==> src/rtl/fir_seq_mac.sv <==
// Sequential FIR filter: one shared multiplier walks the taps, one product per cycle.
// Results leave through a valid/ready handshake, with optional output saturation and a sticky overflow flag.
module fir_seq_mac #(
    parameter int NB_IN   = 32,
    parameter int NB_COEF = 16,
    parameter int NTAPS   = 4,
    parameter int NB_OUT  = 64,
    parameter int SAT     = 0
) (
    input  logic                        clk,
    input  logic                        rst,
    input  logic signed [NB_IN-1:0]     x,
    input  logic                        in_valid,
    output logic                        in_ready,
    output logic signed [NB_OUT-1:0]    y,
    output logic                        out_valid,
    input  logic                        out_ready,
    input  logic                        coef_we,
    input  logic [$clog2(NTAPS)-1:0]    coef_addr,
    input  logic signed [NB_COEF-1:0]   coef_data,
    input  logic                        clr_hist,
    output logic                        ovf
);

    localparam int AW    = $clog2(NTAPS);
    localparam int CW    = $clog2(NTAPS + 1);
    localparam int PW    = NB_IN + NB_COEF;
    localparam int ACC_W = PW + $clog2(NTAPS);
    localparam int XW    = (ACC_W > NB_OUT) ? ACC_W : NB_OUT;

    localparam logic signed [NB_OUT-1:0] Y_MAX = {1'b0, {(NB_OUT-1){1'b1}}};
    localparam logic signed [NB_OUT-1:0] Y_MIN = {1'b1, {(NB_OUT-1){1'b0}}};

    typedef enum logic [1:0] {IDLE, MAC, OUT} state_t;

    state_t                     state;
    state_t                     state_nxt;
    logic signed [NB_COEF-1:0]  h [NTAPS];
    logic signed [NB_IN-1:0]    d [NTAPS];
    logic [CW-1:0]              cnt;
    logic [AW-1:0]              tap;
    logic signed [PW-1:0]       prod_p0;
    logic signed [ACC_W-1:0]    acc_p1;
    logic                       accept;
    logic                       mac_done;
    logic                       coef_ok;

    // True when the accumulator does not survive the round trip through NB_OUT bits.
    function automatic logic out_ovf(input logic signed [ACC_W-1:0] a);
        logic signed [XW-1:0]     wide;
        logic signed [NB_OUT-1:0] low;
        wide = XW'(a);
        low  = NB_OUT'(wide);
        return XW'(low) != wide;
    endfunction

    function automatic logic signed [NB_OUT-1:0] out_fit(input logic signed [ACC_W-1:0] a);
        logic signed [XW-1:0] wide;
        wide = XW'(a);
        if (SAT != 0 && out_ovf(a))
            return wide[XW-1] ? Y_MIN : Y_MAX;
        return NB_OUT'(wide);
    endfunction

    assign accept   = in_valid && (state == IDLE);
    assign mac_done = (cnt == CW'(NTAPS));
    assign coef_ok  = int'(coef_addr) < NTAPS;
    assign tap      = cnt[AW-1:0];
    assign prod_p0  = PW'(h[tap]) * PW'(d[tap]);

    always_ff @(posedge clk) begin
        if (rst)
            state <= IDLE;
        else
            state <= state_nxt;
    end

    always_comb begin
        state_nxt = state;
        in_ready  = 1'b0;
        out_valid = 1'b0;
        case (state)
            IDLE: begin
                in_ready = 1'b1;
                if (in_valid)
                    state_nxt = MAC;
            end
            MAC: begin
                if (mac_done)
                    state_nxt = OUT;
            end
            OUT: begin
                out_valid = 1'b1;
                if (out_ready)
                    state_nxt = IDLE;
            end
            default: state_nxt = IDLE;
        endcase
    end

    always_ff @(posedge clk) begin
        if (rst) begin
            for (int k = 0; k < NTAPS; k++) begin
                d[k] <= '0;
                h[k] <= '0;
            end
            h[0]   <= NB_COEF'(1);
            acc_p1 <= '0;
            cnt    <= '0;
            y      <= '0;
            ovf    <= 1'b0;
        end else begin
            // Coefficient write lands on the accept edge, so the new sample already sees it.
            if (state == IDLE) begin
                if (coef_we && coef_ok)
                    h[coef_addr] <= coef_data;
                if (accept) begin
                    d[0] <= x;
                    for (int k = 1; k < NTAPS; k++)
                        d[k] <= clr_hist ? '0 : d[k-1];
                    acc_p1 <= '0;
                    cnt    <= '0;
                end else if (clr_hist) begin
                    for (int k = 0; k < NTAPS; k++)
                        d[k] <= '0;
                end
            end
            // MAC stage: one tap per cycle, then one extra cycle to format the result.
            if (state == MAC) begin
                if (!mac_done) begin
                    acc_p1 <= acc_p1 + ACC_W'(prod_p0);
                    cnt    <= cnt + CW'(1);
                end else begin
                    y   <= out_fit(acc_p1);
                    ovf <= ovf | out_ovf(acc_p1);
                end
            end
        end
    end

endmodule

==> config.mk <==
export PLATFORM = sky130hd
export DESIGN_NAME = fir_seq_mac
export DESIGN_NICKNAME = d
export VERILOG_FILES = /design/src/rtl/fir_seq_mac.sv
export SDC_FILE = /design/constraint.sdc
export NUM_CORES = 2
export LEC_CHECK = 0
export CAP_MARGIN = 10
export CORE_UTILIZATION = 30
export CTS_CLUSTER_SIZE = 30
export DETAILED_ROUTE_END_ITERATION = 10
export HOLD_SLACK_MARGIN = 0.1
export PLACE_DENSITY = 0.5
export REMOVE_ABC_BUFFERS = 1
export SETUP_SLACK_MARGIN = 0.3
export SYNTH_ARGS = -nofsm -noshare
export SYNTH_HDL_FRONTEND = slang
export SYNTH_SLANG_ARGS = --single-unit
==> constraint.sdc <==
create_clock -name clk -period 8.2 [get_ports clk]
set_clock_uncertainty 0.05 [all_clocks]
set_input_delay 1.23 -clock clk [delete_from_list [all_inputs] [get_ports clk]]
set_output_delay 1.23 -clock clk [all_outputs]
set_load 0.005 [all_outputs]
==> results by group <==
Placed design
  • IO Port Bufs: around 120
  • Detailed placement HPWL: 66.7 mm
  • Placer Congestion: between 0.8 and 0.9
  • Place WS: 0.388 ns

Synthesis
  • Synth Area in Adders: 0.403
  • Syn Inst Count: 3315
  • Post-synthesis mux area share: 0.0341
  • Fraction of registers with async set/reset: 0
  • Synth Area in XOR/XNOR: 0.0140
  • Mapped Avg Cell Area: 9.44 um2
  • Seq/Total Area, Yosys: 0.226
  • #FFs+latches synth: 297
  • Library cells used by synthesis: 63
  • Post-synth EDFFs: 112
  • Yosys warns: 0
  • Commonest register cell after synthesis: dfxtp_1
  • Main combinational cell family by area after synthesis: adder cells
  • Simple-Gate Fraction of Synth Area: 0.157
  • Area of the mapped netlist: 31300 um2
  • Synth Area in Compound Gates: 0.0704

Clock network
  • # hold bufs at CTS: 0
  • Clock Tree Root: clkbuf_16
  • CTS tree: yes
  • Htree depth: 2
  • TritonCTS buffer count: 37
  • Longest Clk Path Bufs: 3
  • Reg clk slew, reported paths: 0.07 ns
  • Sink Count: between 200 and 300
  • Clk Latency, worst-skew pair: 0.59 ns

STA
  • Max-slew violations: 0
  • Min cycle time layout: about 7.7 ns
  • Period utilization: 0.935
  • Slew @ Worst Pin: between 0.9 and 1 ns
  • Final worst slack: 0.536 ns
  • Fin. Hold Viols: 0
  • Worst hold slack: 0.400 ns
  • RSZ-0062 raised after global routing: no
  • Setup violators final: 0
  • F_max: around 130 MHz
  • Worst slew margin: 0.344

Pwr
  • Gate power share: 0.368
  • PD cells: 149 nW/um2
  • Clock share of power: 0.309
  • Internal power: 3.30 mW
  • Net Sw Power: 2.00 mW
  • Share of power burned in registers: 0.323
  • Net Sw Frac: 0.377
  • Worst vdd ir: 0.142 mV
  • P_leak: 16.2 nW

Worst setup path
  • Arr. time, crit path: roughly 8.1 ns
  • CP endpoint kind: register
  • Worst path top cell family by delay: adder cells
  • CP peak stage delay: 0.97 ns
  • CP dominant cell by count: fa_1
  • Worst Path Buf+Inv: 7
  • Kind of critical path: register to register
  • Req. time, crit path: about 8.7 ns
  • CP max-delay cell: mux4_1
  • Crit-path cells: buf_4 > mux4_1 > buf_4 > nand2_1 > inv_1 > fa_1 > fa_1 > fa_1 > fa_1 > fa_1 > inv_1 > fa_1 > inv_1 > ha_1 > inv_1 > or2_2 > or4_1 > o221ai_1 > buf_4 > a21boi_0 > xor2_1 > o21ai_0
  • Setup crit start kind: register
  • CP Max Fanout: 13

Global route
  • Vias in the first global route: 24600
  • First-pass GRT wire length: 142 mm
  • Largest net degree at the start of global routing: between 90 and 100
  • Initial antenna violation count: 14
  • Total GRT Usage: 0.173
  • Grt ovf: 0

Floorplan
  • Die Width: roughly 320 um
  • Io pins: 123
  • Core Rows: approximately 120
  • Core Region: 103000 um2
  • Initial Util: 0.302
  • Chip height: 325 um
  • DIE AREA: 106000 um2

Route
  • DRT antenna net count: 0
  • Met3 wire length: 5.41 mm
  • Via density: 4.78
  • Via count: roughly 23000
  • Met2 WL post-DR: 48.5 mm
  • Met1 wire length: 37.9 mm
  • Drt initial violations: 1491
  • First-pass DRT Iterations: 8
  • Drt total wl: 94.3 mm
  • Uppermost layer routed: met5
  • DRC viols: 2
  • Post-DR wirelength/cell: approximately 20 um

Status
  • Status: complete, but fails checks
  • Failing checks: DRC

Final layout
  • Nets: 4129
  • Fraction of layout cells with a size suffix above 1: 0.0681
  • Syn-to-layout area delta: 14.1%
  • Fill cells: 10700

Flow run
  • Max-cap violations: 0

Worst hold path
  • Worst hold path type: register to register
## metal layers
| layer | track usage | vias to the layer above |
|---|---|---|
| li1 | - | 10400 |
| met1 | 0.207 | 11900 |
| met5 | 0 | - |
| met3 | 0.0212 | 136 |
| met4 | 0.0447 | 6 |
| met2 | 0.325 | 588 |
## state kept, by name, summed over array words and instances (netlist names), named ones only
signal,flops
y,50
d,128
acc_p1,50
state,2
cnt,2
h,64
## cells in the final DEF (no fill, tap or decap), types with 6 or more instances in the layout
cell type	count
edfxtp_1	112
dfxtp_1	183
a21oi_1	150
mux4_2	30
nor3_1	8
or2_2	9
clkbuf_16	39
nand2b_1	23
xor2_1	22
nand3_1	8
nand4_1	11
o21a_1	20
mux4_1	6
o21ai_1	11
nor2b_1	70
a31oi_1	9
nor2_1	197
mux2i_1	21
clkdlybuf4s50_1	120
a22oi_1	56
and2_1	183
inv_1	592
fa_1	545
o21ai_0	56
buf_4	93
xnor2_1	28
nand2_1	542
ha_1	136
mux2_2	20
clkinv_2	8
clkbuf_1	9
a21o_1	18
## layout make-up
class,instances,area (um2),area share
inverter,592,2220,0.0622
clock inverter,18,173,0.00484
timing repair buffer,217,1980,0.0554
antenna,1,2.50,0.0000701
tap,1380,1730,0.0484
clock buffer,50,1040,0.0290
sequential,297,7070,0.198
multi-input combinational,2247,21500,0.602
## tightest hold or removal path: stages (launching register included)
cell	delay, ns
dfxtp_1	0.30
nand2_1	0.05
a21oi_1	0.05
## cell families after synthesis
family | count (synthesis)
flip-flops | 297
AO/OA/AOI/OAI | 359
adder cells (fa/ha/maj) | 681
buffers and inverters | 779
AND/OR/NAND/NOR | 1079
other | 1
multiplexers | 69
XOR/XNOR | 50
## cells in the mapped netlist (13+ instances only)
library cell / number / share of area
a22oi_1: 56 / 0.013
nor2_1: 199 / 0.024
edfxtp_1: 112 / 0.11
a21oi_1: 150 / 0.024
nor2b_1: 70 / 0.014
and2_1: 183 / 0.037
nand2b_1: 23 / 0.0046
xnor2_1: 28 / 0.0078
mux4_2: 28 / 0.020
inv_1: 592 / 0.071
a21o_1: 18 / 0.0043
ha_1: 136 / 0.054
dfxtp_1: 185 / 0.12
clkbuf_1: 153 / 0.018
mux2_2: 20 / 0.0072
buf_2: 13 / 0.0021
nand2_1: 542 / 0.065
fa_1: 545 / 0.35
o21a_1: 20 / 0.0048
buf_4: 15 / 0.0036
o21ai_0: 61 / 0.0098
mux2i_1: 21 / 0.0067
xor2_1: 22 / 0.0062
## power by group through the flow
stage               clock [mW]  combinational [mW]  sequential (mW)
finish                    1.64                1.95             1.71
global route              1.76                2.21             1.72
CTS                       1.70                1.95             1.70
detailed placement           0                1.94             1.73
global placement             0                1.94             1.73
floorplan                    0                1.35             1.70
## per-stage QoR
stage / cells / cell area [um2] / setup TNS, ns / util / power, mW
after global placement: 4703 / 34100 / 0 / 0.330 / 3.67
after floorplan: 3128 / 30500 / -51.64 / - / 3.04
after global routing: 4801 / 35700 / 0 / 0.345 / 5.69
final: 4802 / 35700 / 0 / 0.345 / 5.30
after CTS: 4771 / 35300 / 0 / 0.341 / 5.35
after detailed placement: 4703 / 34100 / 0 / 0.330 / 3.67
## timing repair
item,4_1_cts,5_1_grt
setup endpoints to repair,0,10
gates resized for setup,0,3
setup buffers,0,22
## final timing paths
| check | slack (ns) | cells past startpoint | endpoint | start |
|---|---|---|---|---|
| worst max-delay path | 0.54 | 22 | acc_p1[44] | cnt[0] |
| worst min-delay path | 0.40 | 2 | h[0][5] | h[0][5] |
| worst max register to register | 0.54 | 22 | acc_p1[44] | cnt[0] |
| worst min register to register | 0.40 | 2 | h[0][5] | h[0][5] |
Note: power is estimated with default switching activity, not from simulation.
